**src/rtl/cpu_types_pkg.sv**
```systemverilog
// Shared CPU types: ALU operation select, EXU ALU controller state and error constant.
package cpu_types_pkg;

  typedef enum logic [3:0] {
    ALU_ADD  = 4'd0,
    ALU_SUB  = 4'd1,
    ALU_SLT  = 4'd2,
    ALU_SLTU = 4'd3,
    ALU_AND  = 4'd4,
    ALU_OR   = 4'd5,
    ALU_XOR  = 4'd6,
    ALU_SLL  = 4'd7,
    ALU_SRL  = 4'd8,
    ALU_SRA  = 4'd9
  } alusel_e;

  typedef enum logic [1:0] {
    S_IDLE  = 2'd0,
    S_ISSUE = 2'd1,
    S_WAIT  = 2'd2,
    S_OUT   = 2'd3
  } exu_alu_state_e;

  // Result reported when the ALU never answers.
  localparam logic [31:0] EXU_ERR_RESULT = 32'hdeadbeef;

endpackage

```
**src/rtl/exu_alu_ctrl_if.sv**
```systemverilog
// IDU request, ALU request/response and WBU result signals of the EXU ALU controller.
interface exu_alu_ctrl_if
  import cpu_types_pkg::*;
#(
  parameter int unsigned WIDTH = 32
);
  logic             in_valid;
  logic             in_ready;
  logic [WIDTH-1:0] in_a;
  logic [WIDTH-1:0] in_b;
  alusel_e          in_sel;
  logic [4:0]       in_rd;
  logic             in_wen;

  logic [WIDTH-1:0] alu_a;
  logic [WIDTH-1:0] alu_b;
  alusel_e          alu_sel;
  logic             alu_valid;
  logic             alu_ready;
  logic [WIDTH-1:0] alu_result;

  logic             out_valid;
  logic             out_ready;
  logic [WIDTH-1:0] out_result;
  logic [4:0]       out_rd;
  logic             out_wen;

  // Controller side.
  modport master (
    input  in_valid, in_a, in_b, in_sel, in_rd, in_wen, alu_ready, alu_result, out_ready,
    output in_ready, alu_a, alu_b, alu_sel, alu_valid, out_valid, out_result, out_rd, out_wen
  );

  // IDU / ALU / WBU side.
  modport slave (
    output in_valid, in_a, in_b, in_sel, in_rd, in_wen, alu_ready, alu_result, out_ready,
    input  in_ready, alu_a, alu_b, alu_sel, alu_valid, out_valid, out_result, out_rd, out_wen
  );
endinterface

```
**src/rtl/exu_alu_ctrl.sv**
```systemverilog
// EXU ALU controller: one request at a time through IDLE -> ISSUE -> WAIT -> OUT.
// Optional ALU watchdog with sticky timeout_err is compiled in by EXU_ALU_TIMEOUT_EN.
module exu_alu_ctrl
  import cpu_types_pkg::*;
#(
  parameter int unsigned WIDTH       = 32,
  parameter int unsigned TIMEOUT_CYC = 16
) (
  input  logic           clk,
  input  logic           rst,
`ifdef EXU_ALU_TIMEOUT_EN
  output logic           timeout_err,
`endif
  exu_alu_ctrl_if.master bus
);

  exu_alu_state_e   r_state;
  exu_alu_state_e   w_state_d;
  logic [WIDTH-1:0] r_a;
  logic [WIDTH-1:0] r_b;
  alusel_e          r_sel;
  logic [4:0]       r_rd;
  logic             r_wen;
  logic [WIDTH-1:0] r_result;

`ifdef EXU_ALU_TIMEOUT_EN
  localparam int unsigned CntW = $clog2(TIMEOUT_CYC + 1);
  logic [CntW-1:0] r_cnt;
  logic            r_timeout;
  logic            w_timeout;
`endif

  always_comb begin
    w_state_d = r_state;
`ifdef EXU_ALU_TIMEOUT_EN
    w_timeout = 1'b0;
`endif
    unique case (r_state)
      S_IDLE:  if (bus.in_valid) w_state_d = S_ISSUE;
      S_ISSUE: w_state_d = S_WAIT;
      S_WAIT: begin
        if (bus.alu_ready) begin
          w_state_d = S_OUT;
`ifdef EXU_ALU_TIMEOUT_EN
        end else if (r_cnt == CntW'(TIMEOUT_CYC - 1)) begin
          // Last allowed WAIT cycle without a response.
          w_state_d = S_OUT;
          w_timeout = 1'b1;
`endif
        end
      end
      S_OUT:   if (bus.out_ready) w_state_d = S_IDLE;
      default: w_state_d = S_IDLE;
    endcase
  end

  always_ff @(posedge clk) begin
    if (rst) begin
      r_state  <= S_IDLE;
      r_a      <= '0;
      r_b      <= '0;
      r_sel    <= ALU_ADD;
      r_rd     <= '0;
      r_wen    <= 1'b0;
      r_result <= '0;
`ifdef EXU_ALU_TIMEOUT_EN
      r_cnt     <= '0;
      r_timeout <= 1'b0;
`endif
    end else begin
      r_state <= w_state_d;
      if (r_state == S_IDLE && bus.in_valid) begin
        r_a   <= bus.in_a;
        r_b   <= bus.in_b;
        r_sel <= bus.in_sel;
        r_rd  <= bus.in_rd;
        r_wen <= bus.in_wen;
      end
      if (r_state == S_WAIT && bus.alu_ready) r_result <= bus.alu_result;
`ifdef EXU_ALU_TIMEOUT_EN
      if (r_state == S_ISSUE)     r_cnt <= '0;
      else if (r_state == S_WAIT) r_cnt <= r_cnt + 1'b1;
      if (w_timeout) begin
        r_timeout <= 1'b1;
        r_result  <= WIDTH'(EXU_ERR_RESULT);
        r_wen     <= 1'b0;
      end
`endif
    end
  end

  assign bus.in_ready   = (r_state == S_IDLE);
  assign bus.alu_valid  = (r_state == S_ISSUE);
  assign bus.alu_a      = r_a;
  assign bus.alu_b      = r_b;
  assign bus.alu_sel    = r_sel;
  assign bus.out_valid  = (r_state == S_OUT);
  assign bus.out_result = r_result;
  assign bus.out_rd     = r_rd;
  assign bus.out_wen    = r_wen;

`ifdef EXU_ALU_TIMEOUT_EN
  assign timeout_err = r_timeout;
`endif

endmodule

```
**src/flat_wrapper.sv**
```systemverilog
// flat-port wrapper written by rule: the top's interface ports become plain ports
module exu_alu_ctrl_flat import cpu_types_pkg::*;
#(
  parameter int unsigned WIDTH       = 32,
  parameter int unsigned TIMEOUT_CYC = 16
)
  (clk, rst, bus_in_valid, bus_in_a, bus_in_b, bus_in_sel, bus_in_rd, bus_in_wen, bus_alu_ready, bus_alu_result, bus_out_ready, bus_in_ready, bus_alu_a, bus_alu_b, bus_alu_sel, bus_alu_valid, bus_out_valid, bus_out_result, bus_out_rd, bus_out_wen);
  exu_alu_ctrl_if #(.WIDTH(WIDTH)) bus_i ();
  input  logic clk;
  input  logic rst;
  input wire logic [$bits(bus_i.in_valid)-1:0] bus_in_valid;
  input wire logic [$bits(bus_i.in_a)-1:0] bus_in_a;
  input wire logic [$bits(bus_i.in_b)-1:0] bus_in_b;
  input wire logic [$bits(bus_i.in_sel)-1:0] bus_in_sel;
  input wire logic [$bits(bus_i.in_rd)-1:0] bus_in_rd;
  input wire logic [$bits(bus_i.in_wen)-1:0] bus_in_wen;
  input wire logic [$bits(bus_i.alu_ready)-1:0] bus_alu_ready;
  input wire logic [$bits(bus_i.alu_result)-1:0] bus_alu_result;
  input wire logic [$bits(bus_i.out_ready)-1:0] bus_out_ready;
  output wire logic [$bits(bus_i.in_ready)-1:0] bus_in_ready;
  output wire logic [$bits(bus_i.alu_a)-1:0] bus_alu_a;
  output wire logic [$bits(bus_i.alu_b)-1:0] bus_alu_b;
  output wire logic [$bits(bus_i.alu_sel)-1:0] bus_alu_sel;
  output wire logic [$bits(bus_i.alu_valid)-1:0] bus_alu_valid;
  output wire logic [$bits(bus_i.out_valid)-1:0] bus_out_valid;
  output wire logic [$bits(bus_i.out_result)-1:0] bus_out_result;
  output wire logic [$bits(bus_i.out_rd)-1:0] bus_out_rd;
  output wire logic [$bits(bus_i.out_wen)-1:0] bus_out_wen;
  assign bus_i.in_valid = bus_in_valid;
  assign bus_i.in_a = bus_in_a;
  assign bus_i.in_b = bus_in_b;
  assign bus_i.in_sel = bus_in_sel;
  assign bus_i.in_rd = bus_in_rd;
  assign bus_i.in_wen = bus_in_wen;
  assign bus_i.alu_ready = bus_alu_ready;
  assign bus_i.alu_result = bus_alu_result;
  assign bus_i.out_ready = bus_out_ready;
  assign bus_in_ready = bus_i.in_ready;
  assign bus_alu_a = bus_i.alu_a;
  assign bus_alu_b = bus_i.alu_b;
  assign bus_alu_sel = bus_i.alu_sel;
  assign bus_alu_valid = bus_i.alu_valid;
  assign bus_out_valid = bus_i.out_valid;
  assign bus_out_result = bus_i.out_result;
  assign bus_out_rd = bus_i.out_rd;
  assign bus_out_wen = bus_i.out_wen;
  exu_alu_ctrl #(.WIDTH(WIDTH), .TIMEOUT_CYC(TIMEOUT_CYC)) u_core (.clk(clk), .rst(rst), .bus(bus_i));
endmodule
```
**config.mk**
```make
export PLATFORM = sky130hd
export DESIGN_NAME = exu_alu_ctrl_flat
export DESIGN_NICKNAME = d
export VERILOG_FILES = /design/src/rtl/cpu_types_pkg.sv /design/src/rtl/exu_alu_ctrl_if.sv /design/src/rtl/exu_alu_ctrl.sv /design/src/flat_wrapper.sv
export SDC_FILE = /design/constraint.sdc
export NUM_CORES = 1
export LEC_CHECK = 0
export BUFFER_PORTS_ARGS = -buffer_cell sky130_fd_sc_hd__buf_4
export CORE_MARGIN = 4
export CORE_UTILIZATION = 40
export CTS_CLUSTER_DIAMETER = 40
export DETAILED_ROUTE_END_ITERATION = 7
export GPL_TIMING_DRIVEN = 0
export HOLD_SLACK_MARGIN = 0.06
export PLACE_DENSITY = 0.76
export SYNTH_ARGS = -nofsm -noshare
export SYNTH_HDL_FRONTEND = slang
export SYNTH_SLANG_ARGS = --single-unit
```
**constraint.sdc**
```tcl
create_clock -name clk -period 1.4 [get_ports clk]
set_clock_uncertainty 0.15 [all_clocks]
set_input_delay 0.35 -clock clk [delete_from_list [all_inputs] [get_ports clk]]
set_output_delay 0.35 -clock clk [all_outputs]
set_load 0.02 [all_outputs]
```
; After elaboration in Yosys (flattened, before gate mapping)
; Index checks and enable logic that the tools add are counted.
[word_totals]
ff_bits = 108
latchBits = 0
ram_bits = 0
mem_bits_ro = 0
in_bits = 111
output_inout_bits = 109
word_cells = 21
mem_count = 0
[op_classes]
addsub = 0
mul = 0
div_mod_pow = 0
order_cmp = 0
eq_ne = 6
n_shift = 0
mux = 4
bitwise = 0
n_reduce_logical = 4
[op_table]
columns = cell, count
row1 = 2-bit one-hot mux with 4 select lines, 1
row2 = 2-bit two-way mux, 3
row3 = "2-bit inequality test, second input constant", 3
row4 = "2-bit equality test, second input constant", 2
row5 = 3-bit AND reduction, 1
row6 = "2-bit by 1-bit equality test with 1-bit output, second input constant", 1
row7 = 1-bit logical AND, 2
row8 = 2-bit zero test, 1

; Longest topological paths before layout
[depth]
ltp_word = 3
depth_mapped = 7
ltp_nobuf = 5

; Least setup slack after synthesis
; Ideal clock, no wire load.
[synth_timing]
kind = register to register
start = register u_core.r_state[0]
end = register u_core.r_a[6], in the netlist u_core.bus.alu_a[6]
setup_ns = 0.131
arrival_time_ns = 1.282
required_ns = 1.119
setup_slack_ns = -0.163
stages_incl_launch_ff = 8
path_buffers = 2
synth_period_minus_slack_ns = 1.563
cell_sequence = dfxtp_1 inv_1 ha_1 and2_4 buf_12 buf_8 nand2_1 a21oi_2
[synth_between]
elab_chain_cells = 2
[synth_rtl]
columns = item, line_no
row1 = from (decl), exu_alu_ctrl.sv:17  ; exu_alu_state_e r_state;
row2 = from (signal assigned), exu_alu_ctrl.sv:71  ; r_state <= w_state_d;
row3 = 2-bit zero test, n/a
row4 = net bus_in_ready, flat_wrapper.sv:20  ; output wire logic [$bits(bus_i.in_ready)-1:0] bus_in_ready;
row5 = 1-bit logical AND, exu_alu_ctrl.sv:72  ; if (r_state == S_IDLE && bus.in_valid) begin
row6 = to (signal assigned), exu_alu_ctrl.sv:73  ; r_a <= bus.in_a;
row7 = to (decl), exu_alu_ctrl.sv:19  ; logic [WIDTH-1:0] r_a;
; The timed path passes the listed nets, and every way through them passes these cells.
; A chain may end at the register's enable or synchronous reset.

; Worst setup path in the final report
[layout_timing]
start = register u_core.r_state[1]
end = output bus_in_ready
[layout_between]
elab_chain_cells = 1
[layout_rtl]
columns = item, line_no
row1 = 2-bit zero test, exu_alu_ctrl.sv:92  ; assign bus.in_ready = (r_state == S_IDLE);
row2 = to (decl), flat_wrapper.sv:20
; No other way between the ends.

==> metrics.md <==
| Metric | Value |
|---|---|
| Worst Tran Pin Value | `0.6530 ns` |
| Startpoint types | `flop` |
| Total of max-cap violations | `0` |
| Beginning of the worst hold path | `bus_in_a[2]` |
| Flop pwr share | `0.354` |
| Pleak | `3.244 nW` |
| Top layer in use | `met4` |
| Met1 WL | `5715 um` |
| Antenna cells | `0` |
| Final worst path period share | `1.146` |
| #FFs+latches synth | `108` |
| Hold Path End | `u_core.bus.alu_a[2]$_SDFFE_PP0P_` |
| DR DRC count | `0` |
| Crit-path max FO | `4` |
| WHS | `0.07097 ns` |
| First DRT Iteration DRCs | `152` |
| Vias in the first global route | `4333` |
| Die ar. | `11550 um2` |
| Longest Clk Path Bufs | `2` |
| Num rows | `36` |
| Largest family of logic cells by synthesized area | `simple AND/OR/NAND/NOR gates` |
| Synth Area in Compound Gates | `0.1489` |
| Root buf cell | `clkbuf_8` |
| Most common cell after layout, fill and taps aside | `buf_4` |
| Clock Power Share | `0.161` |
| Routed wl met3 | `1569 um` |
| Slowest CP cell | `dfxtp_4` |
| NetSw | `4.064 mW` |
| Worst Hold Depth | `3` |
| Tmin final | `1.605 ns` |
| First-pass GRT wire length | `22130 um` |
| GRT overflow | `0` |
| Post-synthesis sequential area ratio | `0.5463` |
| PwrDens | `1499 nW/um2` |
| Multiplexer share of the synthesized area | `0.002529` |
| Most frequent cells in the layout | `buf_4 (224), nand2_1 (111), nand2_2 (70)` |
| Reg2reg setup slack | `-0.19 ns` |
| Slowest stage delay, CP | `0.40 ns` |
| Area growth syn-to-layout | `85.30%` |
| Synth Area in Adders | `0.01581` |
| Count of different cell masters after synthesis | `20` |
| Max VDD drop | `0.7843 mV` |
| Via count | `4311` |
| Largest net degree at the start of global routing | `18` |
| Syn Area/Cell | `8.211 um2` |
| Worst endpoint required time | `0.90 ns` |
| Initial Util | `0.4087` |
| DRT antenna net count | `0` |
| Synth Area in XOR/XNOR | `0` |
| Post-place setup slack | `-0.2302 ns` |
| 1st-pass router iterations | `4` |
| Util after Layout | `0.7572` |
| Slew Viols, Final | `0` |
| Final Power | `10.99 mW` |
| Fmax | `623.2 MHz` |
| Cell Area, Placed | `5778 um2` |
| Total track usage | `0.2429` |
| Failing checks | `negative setup slack` |
| Layout cells sized above 1 | `0.6902` |
| CP Capture Type | `primary output` |
| Fin area | `7333 um2` |
| I/O Pins | `220` |
| HPWL after DPL | `9536 um` |
| I/O Buffers | `218` |
| Final setup fails | `111` |
| Final Hold Fails | `0` |
| RSZ-0062 raised after global routing | `yes` |
| Cell count after synthesis | `482` |
| Reg2reg end | `u_core.bus.alu_a[10]$_SDFFE_PP0P_` |
| Status | `finished, violations left` |
| Worst min path class | `in2reg` |
| Slew HR | `0.5647` |
| Core Area | `9684 um2` |
| RR Startpoint | `u_core.r_state[1]$_SDFFE_PP0P_` |
| Critical path arrival | `1.10 ns` |
| Num CTS Buffers | `9` |
| Nets | `863` |
| Power Internal | `6.929 mW` |
| CTS tree | `yes` |
| Via density | `4.871` |
| Simple-gate area share of the yosys netlist | `0.2172` |
| CTS HTree Levels | `3` |
| Die width | `107.5 um` |
| Clock-pin slew on the worst setup and hold paths | `0.11 ns` |
| Antenna violations before repair | `0` |
| Drt total wl | `15620 um` |
| Clk_lat worst skew | `0.35 ns` |
| WS Path Type | `reg2out` |
| Synthesized net count | `598` |
| Wire per inst | `17.65 um` |
| Met2 routed wirelength | `8067 um` |
| Comb power frac | `0.484` |
| CTS sink count | `108` |
| Worst setup margin | `-0.2046 ns` |
| Crit path cell chain | `inv_4 > ha_4 > buf_6` |
| Final RePlAce weighted congestion | `0.8139` |
| Cell Area, Synth | `3958 um2` |
| Warnings from Yosys | `0` |
| Worst Reg-to-Reg Cells | `9` |
| Switching share of total power | `0.3697` |
| Die Y | `107.5 um` |
[cells in the mapped netlist]
library cell,number,area share
inv_1,2,0.0019
buf_8,6,0.023
and2_4,1,0.0022
buf_12,1,0.0051
buf_6,3,0.0085
nand2_1,214,0.20
buf_2,17,0.021
a21oi_2,12,0.027
o21a_1,1,0.0019
a31oi_1,1,0.0016
clkbuf_1,6,0.0057
a21oi_1,94,0.12
dfxtp_1,108,0.55
mux2i_1,1,0.0025
and3_1,1,0.0016
and2_1,1,0.0016
buf_4,2,0.0038
ha_1,5,0.016
nand2b_1,5,0.0079
nor2_1,1,0.00095
[layout make-up]
class                      count  area, um2
timing repair buffer         257       2216
fill                         658       2351
tap                          133      166.4
buffer                        32      335.3
clock buffer                  12      145.1
multi-input combinational    337       2195
clock inverter                 4      32.53
sequential                   108       2228
inverter                       2      15.01
[how the worst max path moves through the flow]
stage                                                   end                            from  slack, ns
after floorplan            u_core.bus.alu_a[6]$_SDFFE_PP0P_  u_core.r_state[0]$_SDFFE_PP0P_       0.02
after global placement    u_core.bus.alu_b[21]$_SDFFE_PP0P_  u_core.r_state[0]$_SDFFE_PP0P_      -0.18
after detailed placement  u_core.bus.alu_b[18]$_SDFFE_PP0P_  u_core.r_state[1]$_SDFFE_PP0P_      -0.23
after CTS                                      bus_in_ready  u_core.r_state[0]$_SDFFE_PP0P_      -0.20
after global routing                           bus_in_ready  u_core.r_state[1]$_SDFFE_PP0P_      -0.26
final                                          bus_in_ready  u_core.r_state[1]$_SDFFE_PP0P_      -0.20
[sequential cells by signal (all words and copies together), names as in the netlist]
signal and flops:
u_core.r_state 2, u_core.bus.alu_b 32, u_core.bus.out_result 32, u_core.bus.out_wen 1, u_core.bus.alu_a 32, u_core.bus.out_rd 5
u_core.bus.alu_sel 4
[power groups by stage]
stage / combinational, mW / sequential [mW] / clock, mW
6_report: 5.32 / 3.89 / 1.78
5_1_grt: 5.64 / 3.94 / 1.92
4_1_cts: 5.19 / 3.81 / 1.79
3_5_place_dp: 3.34 / 3.85 / 0
3_3_place_gp: 3.26 / 3.83 / 0
2_1_floorplan: 1.49 / 4.32 / 0
[metal layers]
metal | GRT usage | up-vias
li1 | - | 2076
met1 | 0.2757 | 2024
met2 | 0.4401 | 190
met3 | 0.08038 | 21
met4 | 0.05681 | 0
met5 | 0 | -
[through the flow]
stage / cells / setup TNS (ns)
6_report: 885 / -12.72
5_1_grt: 885 / -19.52
4_1_cts: 881 / -9.831
3_5_place_dp: 833 / -9.601
3_3_place_gp: 833 / -7.568
2_1_floorplan: 482 / 0
[kinds of logic (layout without fill, tap and decap cells)]
family,count (synthesis),in the layout
and+or+nand+nor,223,223
AOI/OAI and AO/OA,108,108
DFF,108,108
buffers and inverters,37,307
adders and majority gates,5,5
muxes,1,1
[critical path, delay by kind of cell, from the launching register on]
family | cells | cell delay, ns
adder cells (fa/ha/maj) | 1 | 0.17
buffers and inverters | 2 | 0.19
flip-flops | 1 | 0.40
[what timing repair did]
| action | in CTS | in global routing |
|---|---|---|
| hold buffers | 0 | 6 |
| buffers inserted | 17 | 6 |
| resized for setup | 169 | 145 |
| endpoints found under the hold margin | 0 | 6 |
| gates cloned | 16 | 0 |
| pin swaps | 50 | 34 |
| endpoints found under the setup margin | 107 | 147 |
No activity file was read; power rests on OpenSTA's default activity.
